### src/rtl/tdr_pkg.sv
// rtl/tdr_pkg.sv - shared constants and helper functions for the segmented test data register
//
// Contents:
//   TDR_WIDTH_DEF, TDR_NSEG_DEF : default register width and segment count
//   TDR_POP_MAX                 : widest mask tdr_popcount accepts
//   tdr_clog2()                 : ceiling log2, used to size the length counter
//   tdr_popcount()              : number of set bits, used to derive ACT_LEN

package tdr_pkg;

    localparam int TDR_WIDTH_DEF = 32;
    localparam int TDR_NSEG_DEF  = 4;
    localparam int TDR_POP_MAX   = 64;

    function automatic int tdr_clog2(input int value);
        int result;
        int v;
        result = 0;
        v      = value - 1;
        while (v > 0) begin
            result = result + 1;
            v      = v >> 1;
        end
        return result;
    endfunction

    function automatic int tdr_popcount(input logic [TDR_POP_MAX-1:0] vec);
        int count;
        count = 0;
        for (int i = 0; i < TDR_POP_MAX; i++) begin
            if (vec[i]) begin
                count = count + 1;
            end
        end
        return count;
    endfunction

endpackage

### src/rtl/tdr_seg_cell.sv
// rtl/tdr_seg_cell.sv - one segment of the segmented test data register
//
// Parameters:
//   SEG_W   : shift bits held by this segment
//   PO_RST  : reset value of this segment's parallel-output slice
// Ports:
//   tclk_i     in   test clock; serial state on posedge, PO slice on negedge
//   tresetn_i  in   asynchronous active-low reset
//   capture_i  in   qualified capture (already excludes a coincident shift)
//   shift_i    in   qualified shift
//   update_i   in   qualified update (enable and, if built in, length check applied)
//   active_i   in   latched active flag for this segment
//   seg_in_i   in   serial input from the next higher segment (or SI)
//   pi_i       in   capture data slice
//   seg_out_o  out  serial output toward the next lower segment (or SO)
//   po_o       out  parallel-output slice

module tdr_seg_cell #(
    parameter int               SEG_W  = 8,
    parameter logic [SEG_W-1:0] PO_RST = '0
) (
    input  logic             tclk_i,
    input  logic             tresetn_i,
    input  logic             capture_i,
    input  logic             shift_i,
    input  logic             update_i,
    input  logic             active_i,
    input  logic             seg_in_i,
    input  logic [SEG_W-1:0] pi_i,
    output logic             seg_out_o,
    output logic [SEG_W-1:0] po_o
);

    logic [SEG_W-1:0] sbits_q, sbits_d;
    logic             byp_q, byp_d;
    logic [SEG_W-1:0] po_q;
    logic [SEG_W-1:0] shifted;

    // A one-bit segment has no upper bits to move down.
    if (SEG_W == 1) begin : g_w1
        assign shifted = seg_in_i;
    end else begin : g_wn
        assign shifted = {seg_in_i, sbits_q[SEG_W-1:1]};
    end

    always_comb begin
        sbits_d = sbits_q;
        byp_d   = byp_q;
        if (shift_i) begin
            // An active segment moves its bits; an inactive one is a single
            // bypass stage and leaves its bits untouched.
            if (active_i) begin
                sbits_d = shifted;
            end else begin
                byp_d = seg_in_i;
            end
        end else if (capture_i) begin
            sbits_d = pi_i;
            byp_d   = 1'b0;
        end
    end

    always_ff @(posedge tclk_i or negedge tresetn_i) begin
        if (!tresetn_i) begin
            sbits_q <= '0;
            byp_q   <= 1'b0;
        end else begin
            sbits_q <= sbits_d;
            byp_q   <= byp_d;
        end
    end

    always_ff @(negedge tclk_i or negedge tresetn_i) begin
        if (!tresetn_i) begin
            po_q <= PO_RST;
        end else if (update_i && active_i) begin
            po_q <= sbits_q;
        end
    end

    assign seg_out_o = active_i ? sbits_q[0] : byp_q;
    assign po_o      = po_q;

endmodule

### src/rtl/tdr_seg.sv
// rtl/tdr_seg.sv - segmented test data register with per-segment bypass
//
// Build option: TDR_LENCHK_EN enables the shift-length check and LEN_ERR.
// Parameters: WIDTH (total bits), NSEG (segments), RESET_VAL (PO reset value).
// Ports:
//   TCLK                       in   test clock
//   TRESETN                    in   asynchronous active-low reset
//   CaptureDR/ShiftDR/UpdateDR in   TAP state strobes
//   Enable                     in   instruction-decoder select
//   SI                         in   serial in
//   PI      [WIDTH]            in   capture data
//   SEG_EN  [NSEG]             in   requested active-segment mask, latched on capture
//   SO                         out  serial out (segment 0 output)
//   PO      [WIDTH]            out  parallel update register
//   LEN_ERR                    out  sticky shift-length error
//   ACT_LEN [CNTW]             out  current chain length

module tdr_seg
    import tdr_pkg::*;
#(
    parameter int               WIDTH     = TDR_WIDTH_DEF,
    parameter int               NSEG      = TDR_NSEG_DEF,
    parameter logic [WIDTH-1:0] RESET_VAL = '0,
    localparam int              SEG_W     = WIDTH / NSEG,
    localparam int              CNTW      = tdr_clog2(WIDTH + 2)
) (
    input  logic             TCLK,
    input  logic             TRESETN,
    input  logic             CaptureDR,
    input  logic             ShiftDR,
    input  logic             UpdateDR,
    input  logic             Enable,
    input  logic             SI,
    input  logic [WIDTH-1:0] PI,
    input  logic [NSEG-1:0]  SEG_EN,
    output logic             SO,
    output logic [WIDTH-1:0] PO,
    output logic             LEN_ERR,
    output logic [CNTW-1:0]  ACT_LEN
);

    logic [NSEG-1:0]        mask_q, mask_d;
    logic                   shift_en;
    logic                   capture_en;
    logic                   upd_req;
    logic                   upd_go;
    logic [NSEG:0]          link;
    logic [TDR_POP_MAX-1:0] mask_ext;
    int                     n_act;

    // Shift has priority over a coincident capture.
    assign shift_en   = Enable & ShiftDR;
    assign capture_en = Enable & CaptureDR & ~ShiftDR;
    assign upd_req    = Enable & UpdateDR;

    // The mask only moves on capture so the chain cannot change length mid-shift.
    always_comb begin
        mask_d = mask_q;
        if (capture_en) begin
            mask_d = SEG_EN;
        end
    end

    always_ff @(posedge TCLK or negedge TRESETN) begin
        if (!TRESETN) begin
            mask_q <= '1;
        end else begin
            mask_q <= mask_d;
        end
    end

    assign mask_ext = TDR_POP_MAX'(mask_q);

    always_comb begin
        n_act   = tdr_popcount(mask_ext);
        ACT_LEN = CNTW'(n_act * SEG_W + (NSEG - n_act));
    end

`ifdef TDR_LENCHK_EN
    localparam logic [CNTW-1:0] CNT_MAX = CNTW'(WIDTH + 1);

    logic [CNTW-1:0] cnt_q, cnt_d;
    logic            len_ok;
    logic            len_err_q;

    // The counter exists only to feed the length compare, so it is part of this build alone.
    always_comb begin
        cnt_d = cnt_q;
        if (shift_en) begin
            if (cnt_q != CNT_MAX) begin
                cnt_d = cnt_q + 1'b1;
            end
        end else if (capture_en) begin
            cnt_d = '0;
        end
    end

    always_ff @(posedge TCLK or negedge TRESETN) begin
        if (!TRESETN) begin
            cnt_q <= '0;
        end else begin
            cnt_q <= cnt_d;
        end
    end

    assign len_ok = (cnt_q == ACT_LEN);

    // Sticky: only a correctly sized update clears it.
    always_ff @(negedge TCLK or negedge TRESETN) begin
        if (!TRESETN) begin
            len_err_q <= 1'b0;
        end else if (upd_req) begin
            len_err_q <= ~len_ok;
        end
    end

    assign upd_go  = upd_req & len_ok;
    assign LEN_ERR = len_err_q;
`else
    assign upd_go  = upd_req;
    assign LEN_ERR = 1'b0;
`endif

    // link[k+1] feeds segment k, link[k] is its output; SI enters at the top.
    assign link[NSEG] = SI;

    for (genvar k = 0; k < NSEG; k++) begin : g_seg
        tdr_seg_cell #(
            .SEG_W  (SEG_W),
            .PO_RST (RESET_VAL[k*SEG_W +: SEG_W])
        ) u_cell (
            .tclk_i    (TCLK),
            .tresetn_i (TRESETN),
            .capture_i (capture_en),
            .shift_i   (shift_en),
            .update_i  (upd_go),
            .active_i  (mask_q[k]),
            .seg_in_i  (link[k+1]),
            .pi_i      (PI[k*SEG_W +: SEG_W]),
            .seg_out_o (link[k]),
            .po_o      (PO[k*SEG_W +: SEG_W])
        );
    end

    assign SO = link[0];

endmodule

### config.mk
export PLATFORM = sky130hd
export DESIGN_NAME = tdr_seg
export DESIGN_NICKNAME = d
export VERILOG_FILES = /design/src/rtl/tdr_pkg.sv /design/src/rtl/tdr_seg_cell.sv /design/src/rtl/tdr_seg.sv
export SDC_FILE = /design/constraint.sdc
export NUM_CORES = 1
export LEC_CHECK = 0
export ABC_AREA = 1
export CAP_MARGIN = 10
export CORE_MARGIN = 2
export CORE_UTILIZATION = 35
export DETAILED_ROUTE_END_ITERATION = 10
export GPL_TIMING_DRIVEN = 1
export PLACE_DENSITY = 0.58
export SLEW_MARGIN = 0
export SYNTH_ARGS = -nofsm -noshare
export SYNTH_HDL_FRONTEND = slang
export SYNTH_SLANG_ARGS = --single-unit
### constraint.sdc
create_clock -name TCLK -period 5.25 [get_ports TCLK]
set_input_delay 0.7875 -clock TCLK [delete_from_list [all_inputs] [get_ports TCLK]]
set_output_delay 0.7875 -clock TCLK [all_outputs]
set_load 0.1 [all_outputs]
==> results_dict.tcl <==
set metrics [dict create \
    final.setup_skew_ps 23.3 \
    setup_viol 0 \
    synth_xor_xnor_area_share 0.00523 \
    cts_resized 0 \
    placement_rows 35 \
    yosys.area.top_type_share 0.269 \
    r2r_slack_ps 1210 \
    timing.rr.end "g_seg[3].u_cell.po_o[0]" \
    clock_sink_count 72 \
    place_hpwl_um 5440 \
    min_delay_path_class "register to register" \
    worst-endpoint-arrival_ps 3680 \
    grt_first_pass_wirelength_um 12600 \
    tritoncts_clock_tree "done" \
    wire_per_inst_um 12.9 \
    async_flop_share 1.00 \
    drive_above_1_share 0.143 \
    crit_path_end "PO[26]" \
    maxCapViolations 0 \
    num-nets-final 517 \
    first_global_vias 2701 \
    initial_core_util 0.361 \
    synth.yosys.seq_area_share 0.539 \
    timing.critical_path.buf_inv 1 \
    timing.setup.critical_path_class "register to primary output" \
    leakage_component_of_the_power_uw 0.00205 \
    power.internal_uw 1220 \
    worst_slew_margin_rel 0.336 \
    ant_nets 0 \
    topRoutingLayerUsed "met4" \
    standard_cell_core_area_sq_um 9280 \
    remaining_drc_errors 0 \
    vdd_ir_drop_max_uv 307 \
    synthTopCellsByArea "dfrtp_1 27%, dfrtn_1 24%, nand2_1 11%" \
    io_buffer_count 81 \
    synth_ff_type "dfrtp_1" \
    number_of_antenna_violations_at_the_first_check_in_global_routing 0 \
    timing.critical_path.slowest_cell_delay_ps 430 \
    drt-met1-wl_um 3820 \
    number_of_synthesized_flops_with_an_enable_pin 0 \
    worstSetupStartpoint "g_seg[3].u_cell.po_o[2]" \
    fin_tns_setup_ps 0 \
    clkPwrFrac 0.149 \
    finalMaxSlewViolations 0 \
    power_per_cell_area_nw_per_um2 606 \
    synth-adder-area-share 0.0187 \
    clkTransAtPathRegs_ps 50 \
    seqPwrFrac 0.306 \
    synth_compound_area_frac 0.192 \
    syn_avg_cell_area_sq_um 8.64 \
    route.vias.total 2821 \
    fp.dieArea_sq_um 10400 \
    cts.htree.levels 3 \
    mostFrequentLayoutCells "100 x nand2_1, 68 x o21ai_0, 47 x inv_1, 44 x clkdlybuf4s50_1, 44 x buf_4" \
    wl_met2_um 3430 \
    n_antenna_cell 0 \
    setup_repair_after_global_routing_missed_its_margin "no" \
    dpl.cell_count 587 \
    worstPathCellList "buf_4" \
    clk-insertion-delay-late_ps 340 \
    detailedRoute.firstPassIterationCount 4 \
    ff2ff_path_depth 3 \
    finalHoldViolCount 0 \
    crit_path_end_kind "primary output" \
    sw_frac_of_total 0.537 \
    netlist_instances 388 \
    grt_max_degree 65 \
    die_height_um 102 \
    grtUsageTotal 0.156 \
    floorplan.io_pins 83 \
    critical_path.slowest_cell "dfrtn_1" \
    post_layout_nonfiller_instances 603 \
    critical_path.top_delay_family "flip-flops" \
    cts_inserted_buffers 9 \
    layout.cells.most_common "nand2_1" \
    post_cts.repair.setup_buffers 0 \
    net_sw_power_uw 1410 \
    detailroute.wirelength.met3_um 367 \
    post_synth_and_or_nand_nor_area_fraction 0.157 \
    drt_iter0_drc 80 \
    synth_mux_area_frac 0 \
    max-clock-path-buffers 2 \
    worstReg2RegStart "mask_q[3]" \
    worstPathRequired_ps 4460 \
    wirelength_um 7780 \
    portion_of_total_power_attributed_to_combinational_logic 0.545 \
    ys_ff_latch 72 \
    ys.warnings.count 0 \
    cts_root_buffer "clkbuf_8" \
    areaGrowthSynthToFinish_pct 29.7 \
    routed_via_density 4.68 \
    syn_area_sq_um 3350 \
    total_overflow_reported_by_the_global_router 0 \
    cp_max_fo 2 \
    layout.filler_cells 946 \
    combinational_family_with_the_most_area_after_synthesis "compound AO/OA/AOI/OAI gates" \
    run_status "completed" \
    startpoint_type "register" \
    synth_nets 436 \
    ctsHoldBuffers 0 \
    synth_cell_types 25 \
    path_depth 1 \
    die_extent_in_x_um 102 \
    actual_transition_at_the_worst_max_transition_pin_ps 993 \
    gpl.final_weighted_congestion 0.834 \
    yosys.area.top_type "dfrtp_1" \
]
[state kept, by name (all words and copies together), names as in the netlist]
signal                count
g_seg.u_cell.byp_q        4
g_seg.u_cell.po_o        32
g_seg.u_cell.sbits_q     32
mask_q                    4
[worst min path at each step]
stage	from	to	slack, ps	depth (start not counted)
detailed placement	g_seg[1].u_cell.po_o[4]	g_seg[1].u_cell.po_o[4]	440	2
finish	g_seg[0].u_cell.po_o[2]	g_seg[0].u_cell.po_o[2]	430	2
CTS	g_seg[1].u_cell.po_o[4]	g_seg[1].u_cell.po_o[4]	440	2
floorplan	TRESETN	g_seg[0].u_cell.byp_q	490	0
global route	g_seg[1].u_cell.po_o[4]	g_seg[1].u_cell.po_o[4]	460	2
global placement	g_seg[0].u_cell.po_o[4]	g_seg[0].u_cell.po_o[4]	430	2
[logic make-up (layout without fill, tap and decap cells)]
| logic type | Yosys count | in the layout |
|---|---|---|
| xor gates and xnor gates | 2 | 2 |
| DFF | 72 | 72 |
| adders and majority gates | 5 | 5 |
| other | 2 | 2 |
| buffers and inverters | 66 | 152 |
| and+or+nand+nor | 132 | 132 |
| AOI/OAI and AO/OA | 109 | 109 |
[stage by stage]
stage	hold WS, ps	util	area [sq um]	power [uW]	setup WS (ps)
2_1_floorplan	492	-	3350	1940	554
3_3_place_gp	428	0.450	4180	2240	549
3_5_place_dp	436	0.450	4180	2260	466
4_1_cts	438	0.468	4350	2660	757
5_1_grt	460	0.468	4350	2770	672
6_report	429	0.468	4350	2630	779
[Yosys cell counts (4+ instances only)]
cell type / count
ha_1: 5
clkbuf_1: 4
buf_2: 8
inv_1: 47
nand3_1: 11
a31oi_1: 4
nor2_1: 14
dfrtp_1: 36
nand2_1: 100
o211ai_1: 29
dfstp_2: 4
nand2_2: 4
buf_4: 4
a21oi_1: 4
o21ai_0: 68
dfrtn_1: 32
[final cells by class]
type                       instances  area (sq um)  share of cell area
sequential                        72          1810               0.416
multi-input combinational        250          1260               0.289
timing repair buffer              88           771               0.177
inverter                          48           180              0.0415
clock buffer                      15           166              0.0383
tap                              129           161              0.0371
clock inverter                     1          5.00             0.00115
[routing by layer]
layer | track usage | vias to the layer above
li1 | - | 1428
met1 | 0.217 | 1310
met2 | 0.239 | 69
met3 | 0.0274 | 14
met4 | 0.0708 | 0
met5 | 0 | -
[power by group through the flow]
stage	registers, uW	logic [uW]	clock network, uW
after CTS	806	1440	407
after floorplan	1420	522	0
after global routing	825	1520	425
final	805	1440	392
after global placement	813	1430	0
after detailed placement	813	1440	0
No activity file was read; power rests on OpenSTA's default activity.
